$ cat config.mk
export PLATFORM = sky130hd
export DESIGN_NAME = osd_him_wide
export DESIGN_NICKNAME = d
export VERILOG_FILES = /design/src/rtl/osd_him_wide.sv
export SDC_FILE = /design/constraint.sdc
export NUM_CORES = 1
export LEC_CHECK = 0
export ABC_CLOCK_PERIOD_IN_PS = 5500
export CORE_MARGIN = 1
export CORE_UTILIZATION = 50
export DETAILED_ROUTE_END_ITERATION = 10
export GPL_TIMING_DRIVEN = 0
export PLACE_DENSITY = 0.72
export SYNTH_ARGS = -nofsm -noshare
export SYNTH_HDL_FRONTEND = slang
export SYNTH_SLANG_ARGS = --single-unit
$ cat constraint.sdc
create_clock -name clk -period 5.5 [get_ports clk]
set_clock_uncertainty 0.05 [all_clocks]
set_input_delay 0.825 -clock clk [delete_from_list [all_inputs] [get_ports clk]]
set_output_delay 0.825 -clock clk [all_outputs]
set_load 0.005 [all_outputs]
$ cat src/rtl/osd_him_wide.sv
// osd_him_wide: GLIP <-> DII host bridge, 16/32-bit GLIP.
// Length-checked ingress, packet-buffered egress with size header.
module osd_him_wide #(
    parameter int GLIP_WIDTH  = 16,
    parameter int BUF_SIZE    = 8,
    parameter int MAX_PKT_LEN = 8
) (
    input  logic                  clk,
    input  logic                  rst_n,
    input  logic [GLIP_WIDTH-1:0] glip_in_data,
    input  logic                  glip_in_valid,
    output logic                  glip_in_ready,
    output logic [GLIP_WIDTH-1:0] glip_out_data,
    output logic                  glip_out_valid,
    input  logic                  glip_out_ready,
    output logic [15:0]           dii_out_data,
    output logic                  dii_out_valid,
    output logic                  dii_out_first,
    output logic                  dii_out_last,
    input  logic                  dii_out_ready,
    input  logic [15:0]           dii_in_data,
    input  logic                  dii_in_valid,
    input  logic                  dii_in_first,
    input  logic                  dii_in_last,
    output logic                  dii_in_ready,
    output logic [7:0]            err_count
);
    localparam bit WIDE = (GLIP_WIDTH == 32);
    localparam int AW = (BUF_SIZE > 1) ? $clog2(BUF_SIZE) : 1;
    localparam int CW = $clog2(BUF_SIZE + 1);
    localparam logic [15:0] MAX_LEN = 16'(MAX_PKT_LEN);

    typedef enum logic [1:0] {I_HDR, I_FWD, I_DISC} in_state_e;
    typedef enum logic [1:0] {E_IDLE, E_HDR, E_PAY} eg_state_e;

    in_state_e i_state_q, i_state_d;
    logic [15:0] rem_q, rem_d;
    logic first_q, first_d;
    logic half_q, half_d;
    logic [7:0] err_q, err_d;
    logic [15:0] raw_hw, in_hw;
    logic can_take, take;

    eg_state_e e_state_q, e_state_d;
    logic [15:0] hold_q, hold_d;
    logic hold_vld_q, hold_vld_d;
    logic [16:0] mem_q [BUF_SIZE];
    logic [AW-1:0] wr_q, wr_d, rd_q, rd_d;
    logic [CW-1:0] cnt_q, cnt_d, pkts_q, pkts_d;
    logic in_rdy_q, in_rdy_d;
    logic [16:0] head;
    logic buf_valid, wr_en, pop, adv, cur_avail, found;
    logic [4:0] pkt_size;
    logic [15:0] cur_hw, cur_swp;
    logic [AW-1:0] idx;
    int sum;
    logic unused_first;

    assign unused_first = dii_in_first;

    if (WIDE) begin : g_w32
        assign raw_hw = half_q ? glip_in_data[15:0] : glip_in_data[31:16];
        assign glip_out_data = {hold_q, cur_swp};
    end else begin : g_w16
        assign raw_hw = glip_in_data[15:0];
        assign glip_out_data = cur_swp;
    end

    assign in_hw = {raw_hw[7:0], raw_hw[15:8]};
    assign can_take = (i_state_q != I_FWD) || dii_out_ready;
    assign take = glip_in_valid && can_take;
    assign glip_in_ready = can_take && (!WIDE || half_q);
    assign dii_out_data = in_hw;
    assign dii_out_valid = glip_in_valid && (i_state_q == I_FWD);
    assign dii_out_first = first_q;
    assign dii_out_last = (i_state_q == I_FWD) && (rem_q == 16'd1);
    assign err_count = err_q;

    // Ingress: header parse, forward or discard one halfword per step
    always_comb begin
        i_state_d = i_state_q;
        rem_d = rem_q;
        first_d = first_q;
        half_d = half_q;
        err_d = err_q;
        unique case (i_state_q)
            I_HDR: begin
                if (take && in_hw != 16'd0) begin
                    if (in_hw <= MAX_LEN) begin
                        rem_d = in_hw;
                        first_d = 1'b1;
                        i_state_d = I_FWD;
                    end else begin
                        if (err_q != 8'hFF) err_d = err_q + 8'd1;
                        rem_d = {11'h0, in_hw[4:0]};
                        if (in_hw[4:0] != 5'd0) i_state_d = I_DISC;
                    end
                end
            end
            I_FWD: begin
                if (take) begin
                    rem_d = rem_q - 16'd1;
                    first_d = 1'b0;
                    if (rem_q == 16'd1) i_state_d = I_HDR;
                end
            end
            I_DISC: begin
                if (take) begin
                    rem_d = rem_q - 16'd1;
                    if (rem_q == 16'd1) i_state_d = I_HDR;
                end
            end
            default: i_state_d = I_HDR;
        endcase
        if (WIDE && take) half_d = ~half_q;
    end

    // Ingress state registers
    always_ff @(posedge clk or negedge rst_n) begin
        if (!rst_n) begin
            i_state_q <= I_HDR;
            rem_q <= '0;
            first_q <= 1'b0;
            half_q <= 1'b0;
            err_q <= '0;
        end else begin
            i_state_q <= i_state_d;
            rem_q <= rem_d;
            first_q <= first_d;
            half_q <= half_d;
            err_q <= err_d;
        end
    end

    assign head = mem_q[rd_q];
    assign buf_valid = (pkts_q != '0);
    assign dii_in_ready = in_rdy_q;

    // Size of the head packet: distance to the first stored last flit
    always_comb begin
        pkt_size = '0;
        found = 1'b0;
        sum = 0;
        idx = '0;
        for (int i = 0; i < BUF_SIZE; i++) begin
            sum = int'(rd_q) + i;
            if (sum >= BUF_SIZE) sum = sum - BUF_SIZE;
            idx = AW'(sum);
            if (!found && mem_q[idx][16]) begin
                found = 1'b1;
                pkt_size = 5'(i + 1);
            end
        end
    end

    // Buffer pointers, occupancy and complete-packet count
    always_comb begin
        wr_en = dii_in_valid && in_rdy_q;
        wr_d = wr_q;
        rd_d = rd_q;
        if (wr_en) wr_d = (wr_q == AW'(BUF_SIZE - 1)) ? '0 : wr_q + 1'b1;
        if (pop) rd_d = (rd_q == AW'(BUF_SIZE - 1)) ? '0 : rd_q + 1'b1;
        cnt_d = cnt_q + CW'(wr_en) - CW'(pop);
        pkts_d = pkts_q + CW'(wr_en && dii_in_last) - CW'(pop && head[16]);
        in_rdy_d = (cnt_d != CW'(BUF_SIZE));
    end

    // Egress: size header then payload, paired into words when wide
    always_comb begin
        e_state_d = e_state_q;
        hold_d = hold_q;
        hold_vld_d = hold_vld_q;
        pop = 1'b0;
        adv = 1'b0;
        glip_out_valid = 1'b0;
        cur_hw = '0;
        cur_avail = 1'b0;
        unique case (e_state_q)
            E_IDLE: cur_avail = hold_vld_q;
            E_HDR: begin
                cur_avail = 1'b1;
                cur_hw = {11'h0, pkt_size};
            end
            E_PAY: begin
                cur_avail = buf_valid;
                cur_hw = head[15:0];
            end
            default: ;
        endcase
        cur_swp = {cur_hw[7:0], cur_hw[15:8]};
        if (WIDE && !hold_vld_q) begin
            adv = cur_avail;
            if (adv) begin
                hold_d = cur_swp;
                hold_vld_d = 1'b1;
            end
        end else begin
            glip_out_valid = cur_avail;
            adv = cur_avail && glip_out_ready;
            if (adv && WIDE) hold_vld_d = 1'b0;
        end
        if (adv) begin
            unique case (e_state_q)
                E_HDR: e_state_d = E_PAY;
                E_PAY: begin
                    pop = 1'b1;
                    if (head[16]) e_state_d = E_IDLE;
                end
                default: ;
            endcase
        end
        if (e_state_q == E_IDLE && !hold_vld_q && buf_valid) e_state_d = E_HDR;
    end

    // Egress and buffer control registers
    always_ff @(posedge clk or negedge rst_n) begin
        if (!rst_n) begin
            e_state_q <= E_IDLE;
            hold_q <= '0;
            hold_vld_q <= 1'b0;
            wr_q <= '0;
            rd_q <= '0;
            cnt_q <= '0;
            pkts_q <= '0;
            in_rdy_q <= 1'b0;
        end else begin
            e_state_q <= e_state_d;
            hold_q <= hold_d;
            hold_vld_q <= hold_vld_d;
            wr_q <= wr_d;
            rd_q <= rd_d;
            cnt_q <= cnt_d;
            pkts_q <= pkts_d;
            in_rdy_q <= in_rdy_d;
        end
    end

    // Flit storage, {last, data}
    always_ff @(posedge clk) begin
        if (wr_en) mem_q[wr_q] <= {dii_in_last, dii_in_data};
    end
endmodule
==> results.sh, run 1 <==
export IMPL_status="finished, final reports clean"
export IMPL_drtIter0Drc=505
export IMPL_die_area_mm2=0.01716
export IMPL_clkPwrFrac_pct=23.7
export IMPL_setup_viol_count_final=0
export IMPL_num_antenna_cells=0
export IMPL_fin_crit_sh_pct=92.86
export IMPL_tightest_slew_ns=0.8828
export IMPL_drc_errors=0
export IMPL_ios=86
export IMPL_p_leak_nw=3.679
export IMPL_synth_area_leaders="edfxtp_1 (49%), dfrtp_1 (13%), mux4_2 (10%), ha_1 (3.3%), nand2_1 (1.9%)"
export IMPL_antenna_found_initial=0
export IMPL_synth_cell_types=56
export IMPL_internal_power_w=0.003451
export IMPL_final_common_cell="edfxtp_1"
export IMPL_powerDensity_mw_per_mm2=509.0
export IMPL_grt_max_degree=39
export IMPL_max_slew_margin_pct=41.15
export IMPL_synth_compound_area_share_pct=6.405
export IMPL_track_usage_pct=22.77
export IMPL_coreArea_mm2=0.01606
export IMPL_portBuffers=84
export IMPL_startpoint_type="flop"
export IMPL_netSwitchingPower_w=0.001743
export IMPL_cts_tree="done"
export IMPL_crit_path_cell_trace="clkbuf_4, inv_1, clkbuf_1, ha_1, mux4_2, o32ai_4, inv_2, o311a_1, o32ai_2, clkdlybuf4s50_1"
export IMPL_synthAdderAreaFrac_pct=3.789
export IMPL_cts_hold_buf=0
export IMPL_critPathMaxFanout=10
export IMPL_yosysSeqAreaShare_pct=62.31
export IMPL_crit_arrival_ns=4.23
export IMPL_netlist_area_mm2=0.008322
export IMPL_num_vias=5043
export IMPL_fmax_mhz=195.8
export IMPL_area_growth_pct=22.63
export IMPL_synth_xor_area_share_pct=1.368
export IMPL_drv_cap=0
export IMPL_synth_simple_area_share_pct=7.939
export IMPL_pwr_share_comb_pct=38.7
export IMPL_placementRows=46
export IMPL_synthMuxAreaShare_pct=14.51
export IMPL_crit_slowest_cell="mux4_2"
export IMPL_cts_made_buffers=17
export IMPL_synth_top_family_by_area="multiplexers"
export IMPL_end_kind="primary output"
export IMPL_routed_wirelength_um=17590
export IMPL_vias_per_cell=5.654
export IMPL_yosysWarnings=0
export IMPL_clkTransAtPathRegs_ns=0.07
export IMPL_grt_pass1_vias=5284
export IMPL_utilization_pct=63.55
export IMPL_dp_hpwl_um=12060
export IMPL_wire_per_inst_um=19.72
export IMPL_slew_viol_final=0
export IMPL_synth_edf_count=136
export IMPL_synthFlopType="edfxtp_1"
export IMPL_synthCells=552
export IMPL_irDropWorstVdd_mv=0.2729
export IMPL_cts_max_level=4
export IMPL_worst_skew_pair_late_latency_ns=0.43
export IMPL_crit_required_ns=4.62
export IMPL_nets=727
export IMPL_clock_sinks=180
export IMPL_fin_crit_ns=5.107
export IMPL_routabilityCongestion=0.8431
export IMPL_layout_drive_gt1_share_pct=19.82
export IMPL_power_frac_seq_pct=37.6
export IMPL_grt_ovfl_total=0
export IMPL_cts_setup_buffers=0
export IMPL_ys_ff_latch=180
export IMPL_async_flop_share_pct=24.44
export IMPL_swShare_pct=33.56
export IMPL_synth_avg_cell_area_um2=15.08
export IMPL_dr_pass1_iters=4
export IMPL_rsz0062_at_grt="false"
export IMPL_fin_tns_setup_ns=0
export IMPL_layout_common_cells="edfxtp_1 (136), clkdlybuf4s50_1 (83), nand2_1 (43), dfrtp_1 (43), mux4_2 (37)"
export IMPL_cpPeakStageDelay_ns=0.59
export IMPL_antenna_left=0
export IMPL_start_util_pct=51.82
export IMPL_root_buffer="clkbuf_16"
export IMPL_hold_viol=0
export IMPL_hold_class="in2async"
export IMPL_fp_dieH_um=131.0
export IMPL_cts_buffer_depth=2
export IMPL_die_width_um=131.0
export IMPL_synth_nets=616
export IMPL_grt_pass1_wl_um=28370
export IMPL_yosysTopAreaCell="edfxtp_1"
export IMPL_synth_top_cell_area_share_pct=49.08
export IMPL_crit_type="reg2out"
-- metrics by stage --
stage               instance area, um2  power, W  setup slack [ns]  cells  hold WS, ns
floorplan                         8322  0.003298             1.391    552       0.4200
global placement                  9433  0.003848           0.08830    852       0.4301
detailed placement                9608  0.003990           0.01679    863       0.4329
CTS                              10210  0.005239           0.05420    893       0.1813
global route                     10200  0.005510            0.1642    892       0.1854
finish                           10200  0.005194            0.3928    892       0.1916
-- what timing repair did --
item                                   4_1_cts  5_1_grt
setup endpoints to repair                    4        2
gates cloned                                 0        0
gates resized for setup                      2        1
endpoints found under the hold margin        0        0
-- worst max-delay path, delay by kind of cell, from the launching register on --
kind,cells,cell delay (ns)
mux,1,0.59
flops,1,0.50
buf+inv,5,1.30
fa+ha+maj,1,0.57
compound gates,3,0.83
-- path summary, 6_finish.rpt --
check | end | depth (start not counted) | slack [ns] | from
max in group asynchronous | err_count[7]$_DFFE_PN0P_ | 2 | 4.74 | rst_n
max | glip_out_data[8] | 10 | 0.39 | rd_q[1]$_DFFE_PN0P_
min in group clk | err_count[7]$_DFFE_PN0P_ | 1 | 0.44 | err_count[7]$_DFFE_PN0P_
min reg2reg | err_count[7]$_DFFE_PN0P_ | 1 | 0.44 | err_count[7]$_DFFE_PN0P_
max reg2reg | pkts_q[2]$_DFF_PN0_ | 10 | 1.98 | rd_q[0]$_DFFE_PN0P_
min | rd_q[2]$_DFFE_PN0P_ | 1 | 0.19 | rst_n
-- area by class of cell --
cell class                 count  area [um2]
fill                        1118        5853
clock buffer                  21       460.4
buffer                        33       205.2
clock inverter                11       142.6
multi-input combinational    311        2855
timing repair buffer          95       991.0
tap                          216       270.3
inverter                      25       93.84
sequential                   180        5186
-- registers in the layout, summed over array words and instances (netlist names) --
name	cells
cnt_q	4
mem_q	136
rem_q	16
wr_q	3
err_count	8
i_state_q	2
dii_in_ready	1
rd_q	3
pkts_q	4
dii_out_first	1
e_state_q	2
-- routing by layer --
layer	global-route usage, %	up-vias	part of all wire [%]
met5	0	-	0
met4	5.206	0	0.80
met3	4.886	12	5.5
met2	39.50	145	52
met1	29.48	2539	42
li1	-	2347	-
-- Yosys cell counts, drive strengths merged (9+ instances only) --
| cell | number |
|---|---|
| a21oi | 19 |
| a22o | 11 |
| buf | 27 |
| clkbuf | 9 |
| dfrtp | 44 |
| edfxtp | 136 |
| ha | 22 |
| inv | 25 |
| mux2 | 12 |
| mux2i | 13 |
| mux4 | 41 |
| nand2 | 43 |
| nand2b | 10 |
| nand3 | 17 |
| nor2 | 23 |
| nor3 | 13 |
| o21ai | 17 |
-- power groups by stage --
stage	Sequential (W)	Combinational, W	Clock [W]
6_report	0.00195	0.00201	0.00123
2_1_floorplan	0.00192	0.00138	0
3_5_place_dp	0.00196	0.00203	0
4_1_cts	0.00195	0.00204	0.00125
3_3_place_gp	0.00195	0.00190	0
5_1_grt	0.00199	0.00222	0.00130
-- logic make-up (layout without fill, tap and decap cells) --
kind of cell             count (synthesis)  in the layout
multiplexers                            66             66
AND/OR/NAND/NOR                        132            132
XOR/XNOR                                13             13
buffers and inverters                   61            185
AO/OA/AOI/OAI                           76             76
adder cells (fa/ha/maj)                 24             24
flip-flops                             180            180
(Power assumes the default switching activity.)
==> run 2: changes to the inputs <==
SLEW_MARGIN = 0   (was default)
==> results of run 2 <==
Final layout, timing and power as in run 1 (identical DEF).
